==> src/rtl/multiplication_if.sv <==
// rtl/multiplication_if.sv - start/result handshake bundle for the shift-add multiply-accumulate unit
interface multiplication_if;
   logic        valid_i;
   logic [7:0]  Q;
   logic [7:0]  D;
   logic [7:0]  R;
   logic        busy;
   logic        valid_o;
   logic [15:0] P;

   modport master (output valid_i, Q, D, R, input busy, valid_o, P);
   modport slave  (input valid_i, Q, D, R, output busy, valid_o, P);
endinterface

==> src/rtl/multiplication.sv <==
// rtl/multiplication.sv - sequential 8x8 shift-add multiply-accumulate, P = Q*D + R
// Optional MULT_EARLY_TERM_EN: finish as soon as the remaining multiplier bits are all zero.
module multiplication (
   input  logic           clk,
   input  logic           rst_n,
   multiplication_if.slave bus
);

   typedef enum logic {IDLE, BUSY} state_t;

   state_t      state_q, state_d;
   logic [15:0] acc_q, acc_d;
   logic [15:0] mcand_q, mcand_d;
   logic [7:0]  mplier_q, mplier_d;
   logic [2:0]  cnt_q, cnt_d;
   logic [15:0] p_q, p_d;
   logic        valid_o_q, valid_o_d;

   logic [15:0] acc_step;
   logic [7:0]  mplier_step;
   logic        last_iter;

   always_comb begin
      state_d     = state_q;
      acc_d       = acc_q;
      mcand_d     = mcand_q;
      mplier_d    = mplier_q;
      cnt_d       = cnt_q;
      p_d         = p_q;
      valid_o_d   = 1'b0;

      acc_step    = acc_q + (mplier_q[0] ? mcand_q : 16'h0000);
      mplier_step = mplier_q >> 1;
`ifdef MULT_EARLY_TERM_EN
      last_iter   = (mplier_step == 8'h00);
`else
      last_iter   = (cnt_q == 3'd7);
`endif

      case (state_q)
         IDLE: begin
            if (bus.valid_i) begin
               acc_d    = {8'h00, bus.R};
               mcand_d  = {8'h00, bus.D};
               mplier_d = bus.Q;
               cnt_d    = 3'd0;
               state_d  = BUSY;
            end
         end
         BUSY: begin
            acc_d    = acc_step;
            mcand_d  = mcand_q << 1;
            mplier_d = mplier_step;
            cnt_d    = cnt_q + 3'd1;
            // Result is published from the post-iteration sum so P lands on the same edge busy drops.
            if (last_iter) begin
               p_d       = acc_step;
               valid_o_d = 1'b1;
               state_d   = IDLE;
            end
         end
         default: state_d = IDLE;
      endcase
   end

   always_ff @(posedge clk or negedge rst_n) begin
      if (!rst_n) begin
         state_q   <= IDLE;
         acc_q     <= 16'h0000;
         mcand_q   <= 16'h0000;
         mplier_q  <= 8'h00;
         cnt_q     <= 3'd0;
         p_q       <= 16'h0000;
         valid_o_q <= 1'b0;
      end else begin
         state_q   <= state_d;
         acc_q     <= acc_d;
         mcand_q   <= mcand_d;
         mplier_q  <= mplier_d;
         cnt_q     <= cnt_d;
         p_q       <= p_d;
         valid_o_q <= valid_o_d;
      end
   end

   assign bus.busy    = (state_q == BUSY);
   assign bus.valid_o = valid_o_q;
   assign bus.P       = p_q;

endmodule

==> src/flat_wrapper.sv <==
// flat-port wrapper written by rule: the top's interface ports become plain ports
module multiplication_flat 
  (clk, rst_n, bus_valid_i, bus_Q, bus_D, bus_R, bus_busy, bus_valid_o, bus_P);
  multiplication_if bus_i ();
  input  logic clk;
  input  logic rst_n;
  input wire logic [$bits(bus_i.valid_i)-1:0] bus_valid_i;
  input wire logic [$bits(bus_i.Q)-1:0] bus_Q;
  input wire logic [$bits(bus_i.D)-1:0] bus_D;
  input wire logic [$bits(bus_i.R)-1:0] bus_R;
  output wire logic [$bits(bus_i.busy)-1:0] bus_busy;
  output wire logic [$bits(bus_i.valid_o)-1:0] bus_valid_o;
  output wire logic [$bits(bus_i.P)-1:0] bus_P;
  assign bus_i.valid_i = bus_valid_i;
  assign bus_i.Q = bus_Q;
  assign bus_i.D = bus_D;
  assign bus_i.R = bus_R;
  assign bus_busy = bus_i.busy;
  assign bus_valid_o = bus_i.valid_o;
  assign bus_P = bus_i.P;
  multiplication u_core (.clk(clk), .rst_n(rst_n), .bus(bus_i));
endmodule
==> config.mk <==
export PLATFORM = sky130hd
export DESIGN_NAME = multiplication_flat
export DESIGN_NICKNAME = d
export VERILOG_FILES = /design/src/rtl/multiplication_if.sv /design/src/rtl/multiplication.sv /design/src/flat_wrapper.sv
export SDC_FILE = /design/constraint.sdc
export NUM_CORES = 1
export LEC_CHECK = 0
export ABC_AREA = 1
export CAP_MARGIN = 20
export CORE_MARGIN = 2
export CORE_UTILIZATION = 50
export DETAILED_ROUTE_END_ITERATION = 10
export HOLD_SLACK_MARGIN = 0.02
export PLACE_DENSITY = 0.74
export SLEW_MARGIN = 30
export SYNTH_ARGS = -nofsm -noshare
export SYNTH_HDL_FRONTEND = slang
export SYNTH_SLANG_ARGS = --single-unit
==> constraint.sdc <==
create_clock -name clk -period 2 [get_ports clk]
set_input_delay 0.3 -clock clk [delete_from_list [all_inputs] [get_ports clk]]
set_output_delay 0.3 -clock clk [all_outputs]
set_load 0.01 [all_outputs]
Word level (Yosys, flattened, before mapping)
Cells that the tools add are included.

Input port bits: 27. Flip-flop bits (word level): 61.

Bitwise gates (word level): 1. Multiplexer cells: 14. Add/subtract/negate cells: 2. Reductions and logical operators: 1. Eq/ne operators: 2.

Operator list (count): 16-bit one-hot mux with 2 select lines (2); 16-bit 2-to-1 mux (3); 16-bit adder (1); 8-bit one-hot mux with 2 select lines (1); 8-bit 2-to-1 mux (1); 3-bit one-hot mux with 2 select lines (1); 1-bit 2-to-1 mux (4); 3-bit by 1-bit adder with 3-bit output, second input constant (1); 3-bit equality test, second input constant (1); 3-bit 2-to-1 mux (1); 2-bit != test, second input constant (1); 1-bit one-hot mux with 2 select lines (1); 2-bit AND reduction (1); 1-bit NOT (1).

Depth between registers and ports, before layout
Depth after elaboration: 3. Gate-level depth with buffers: 15. Mapped depth without buffers: 13.

Worst setup path before layout
OpenSTA, ideal clock, no wires.

Path type: register to register. From: reg u_core.mplier_q[0]. To: reg u_core.acc_q[6]. Slack: -96 ps. Clock period less this slack: 2096 ps. Arrival time: 1971 ps. Cell stages (with the launch flop): 14. Cell sequence: dfrtp_1 -> buf_2 -> clkbuf_1 -> nand2_1 -> inv_1 -> ha_1 -> fa_1 -> nand2_1 -> nand2_1 -> nand3b_1 -> nand2_1 -> or2_1 -> nand3_1 -> nand3_1.

Longest elaborated chain between the ends: 3.

RTL lines: start: declaration (line multiplication.sv:14) `logic [7:0] mplier_q, mplier_d;`; start signal: assignment (line multiplication.sv:79) `mplier_q <= mplier_d;`; 16-bit 2-to-1 mux (line multiplication.sv:32) `acc_step = acc_q + (mplier_q[0] ? mcand_q : 16'h0000);`; 16-bit adder (line multiplication.sv:32); 16-bit one-hot mux with 2 select lines (line multiplication.sv:40) `case (state_q)`; end signal: assignment (line multiplication.sv:69) `acc_q <= 16'h0000;`; end signal: assignment (line multiplication.sv:77) `acc_q <= acc_d;`; end: declaration (line multiplication.sv:12) `logic [15:0] acc_q, acc_d;`.

No other way between the ends. A chain may end at the register's enable or synchronous reset.

Worst setup path in the final report
From: reg u_core.state_q, in the netlist u_core.bus.busy. To: out bus_busy.

RTL lines: start: declaration (line multiplication.sv:11) `state_t state_q, state_d;`; start signal: assignment (line multiplication.sv:76) `state_q <= state_d;`; end: declaration (line flat_wrapper.sv:11) `output wire logic [$bits(bus_i.busy)-1:0] bus_busy;`.

No word-level cell between the ends.

==> run metrics <==
status finished, final reports clean; setup TNS 0 ns; post-synthesis sequential area ratio 0.433; DP HPWL 5740 um; Hold WC Path Type reg -> reg; clock tree buffer depth 2; vias in the first global route 3,046; Rows 30; Filler Cell Count 567; worst path bufs/invs 1; final worst path period share 0.981; Tmin final 1.96 ns; Synth Instances 458; Place WS -0.0660 ns; Post-synth EDFFs 0; syn avg cell area 7.69 um2; final instance area 4490 um2; f_max 509 MHz; met3 WL 414 um; Slew HR 0.635; DR WL/cell 13.6 um; worst setup path class reg -> out; I/O pins 45; layout cell share with drive strength beyond 1 0.160; yosys warns 0; met2 WL post-DR 3840 um; First-pass DRT Iterations 4; crit-path max cell delay between 0.6 and 0.7 ns; area leader, netlist dfrtp_1; antenna fix cells 0; crit path to bus_busy; Netlist cell types 33; initial antenna violation count 0; Worst Skew 0.00968 ns; worst reg2reg setup slack 0.05 ns; Slowest-stage cell, CP dfrtp_1; Initial Util 0.519; r2r worst-path depth 11; die height 87.9 um; largest net degree at the start of global routing 62; max-slew violation count 0; Yosys reg bits 61; power density cells 1350 nW/um2; worst-skew pair later-pin latency 0.34 ns; CP max FO 10; WP data required around 1.7 ns; clock root cell clkbuf_8; CTS Buf Count 9; CP Depth 1; vias per cell between 5 and 6; area share of the leading cell type in the synthesized netlist 0.433; CP arrival 1.66 ns; Max VDD drop 0.606 mV; CTS H-tree depth 3; Max Used Layer met4; setup ws final around 0.037 ns; cells along the critical path clkdlybuf4s50_1; Synthesized Nets 503; DP Area about 4100 um2; Synth async-reset ratio 1.00; TritonCTS clock tree yes; Critical Path Sink Type primary output; Vias 3,097; Hold Slack 0.478 ns; Critical Path Start u_core.bus.busy$_DFF_PN0_; DIE WIDTH approximately 88 um; Post-route DRC 0; Met1 Routed Length approximately 3900 um; all-layer global routing usage 0.231; cell family with most CP delay flip-flops; startpoint types flop; Most used DFF post-synth dfrtp_1; clock slew at reported path FFs 0.06 ns; Post-DRT Antenna Nets 0; Hold Vio Cnt, Final 0; nets@finish around 550; P&R area growth vs syn 27.4%; Worst-Margin Slew 0.547 ns; Total Wirelength 8310 um; gp weighted congestion approximately 0.94; Port-buffer cells 44; Finish-stage setup viols 0; CTS Sinks 61; max_cap viols 0; DR iter-0 viols about 180; total core area 6790 um2; Remaining Overflow, GRT 0; Synth Cell Area between 3000 and 4000 um2; total leakage power 2.29 nW; Area contributors post-synth dfrtp_1 (43%), nand2_1 (17%), nand3_1 (8.1%); R2R Path Start u_core.mplier_q[0]$_DFFE_PN0P_; die area 7730 um2; overall power 6.07 mW; first-pass GRT wire length 13,800 um; FF-to-FF End u_core.acc_q[6]$_DFFE_PN0P_; RSZ-0062 raised after global routing yes
==> per-stage QoR <==
step / util / std cells
after global placement: 0.598 / 590
after floorplan: - / 458
final: 0.661 / 610
after detailed placement: 0.598 / 590
after global routing: 0.661 / 610
after CTS: 0.626 / 608
==> cell type report <==
| type | count | area (um2) | share of cell area |
|---|---|---|---|
| clock inverters | 5 | 27.5 | 0.00613 |
| well taps | 96 | 120 | 0.0268 |
| repair buffers | 58 | 559 | 0.125 |
| flip-flops and latches | 61 | 1530 | 0.340 |
| inverters | 72 | 275 | 0.0613 |
| clock buffers | 11 | 131 | 0.0293 |
| multi-input cells | 307 | 1850 | 0.412 |
==> worst register-to-register path: stages, from the launching register on <==
cell      delay (ns)
dfrtp_2         0.46
nand2_2         0.09
inv_2           0.04
ha_4            0.15
fa_2            0.36
nand2_1         0.07
nand2_1         0.07
nand3b_1        0.11
nand2_2         0.10
or2_4           0.27
nand3_2         0.06
nand3_2         0.05
==> power breakdown <==
group	switching, mW	total [mW]	internal [mW]
Clock	0.478	0.919	0.441
Sequential	0.411	2.16	1.75
Combinational	1.64	2.99	1.35
==> kinds of logic after synthesis <==
group                    count (synthesis)  synth area share
AO/OA/AOI/OAI                           41            0.0788
XOR/XNOR                                 5            0.0124
adder cells (fa/ha/maj)                 18            0.0661
buffers and inverters                   90             0.109
flip-flops                              61             0.433
AND/OR/NAND/NOR                        243             0.300
==> Yosys cell counts (6+ instances only) <==
cell type,n
nor2_1,12
nand3_1,57
o221ai_1,7
inv_1,68
dfrtp_1,61
nand2_1,156
o22ai_1,8
a21oi_1,6
o211ai_1,7
o21ai_1,6
buf_2,9
ha_1,17
==> flip-flops by register name, summed over array words and instances, names as in the netlist <==
name and flops:
u_core.acc_q 16, u_core.bus.P 16, u_core.mcand_q 16, u_core.mplier_q 8, u_core.cnt_q 3, u_core.bus.busy 1
u_core.bus.valid_o 1
==> cells in the final DEF (no fill, tap or decap), drive strengths merged, types with 4 or more instances in the layout <==
cell	count
a21oi	7
buf	14
clkbuf	11
clkdlybuf4s50	43
clkinv	5
dfrtp	61
ha	17
inv	71
nand2	159
nand3	57
nand3b	4
nor2	13
o211ai	7
o21ai	10
o221ai	7
o22ai	8
or2	5
xor2	4
==> what timing repair did <==
action	4_1_cts	5_1_grt
endpoints found under the hold margin	61	0
hold buffers	1	0
resized for setup	4	43
setup endpoints to repair	7	19
buffers inserted	1	2
pin swaps	1	12
==> layer usage <==
layer,up-vias,track usage
met5,-,0
met4,0,0.103
met3,19,0.0452
met2,85,0.360
met1,1439,0.315
li1,1554,-
==> how the worst min path moves through the flow <==
| stage | startpoint | endpoint | slack (ns) | depth (start not counted) |
|---|---|---|---|---|
| final | u_core.bus.P[7]$_DFFE_PN0P_ | u_core.bus.P[7]$_DFFE_PN0P_ | 0.48 | 2 |
| after floorplan | rst_n | u_core.acc_q[0]$_DFFE_PN0P_ | 0.004 | 0 |
| after CTS | u_core.bus.P[7]$_DFFE_PN0P_ | u_core.bus.P[7]$_DFFE_PN0P_ | 0.48 | 2 |
| after global routing | u_core.bus.P[13]$_DFFE_PN0P_ | u_core.bus.P[13]$_DFFE_PN0P_ | 0.50 | 2 |
| after global placement | rst_n | u_core.mcand_q[4]$_DFFE_PN0P_ | 0.33 | 2 |
| after detailed placement | rst_n | u_core.mplier_q[2]$_DFFE_PN0P_ | 0.33 | 2 |
(Power assumes the default switching activity.)
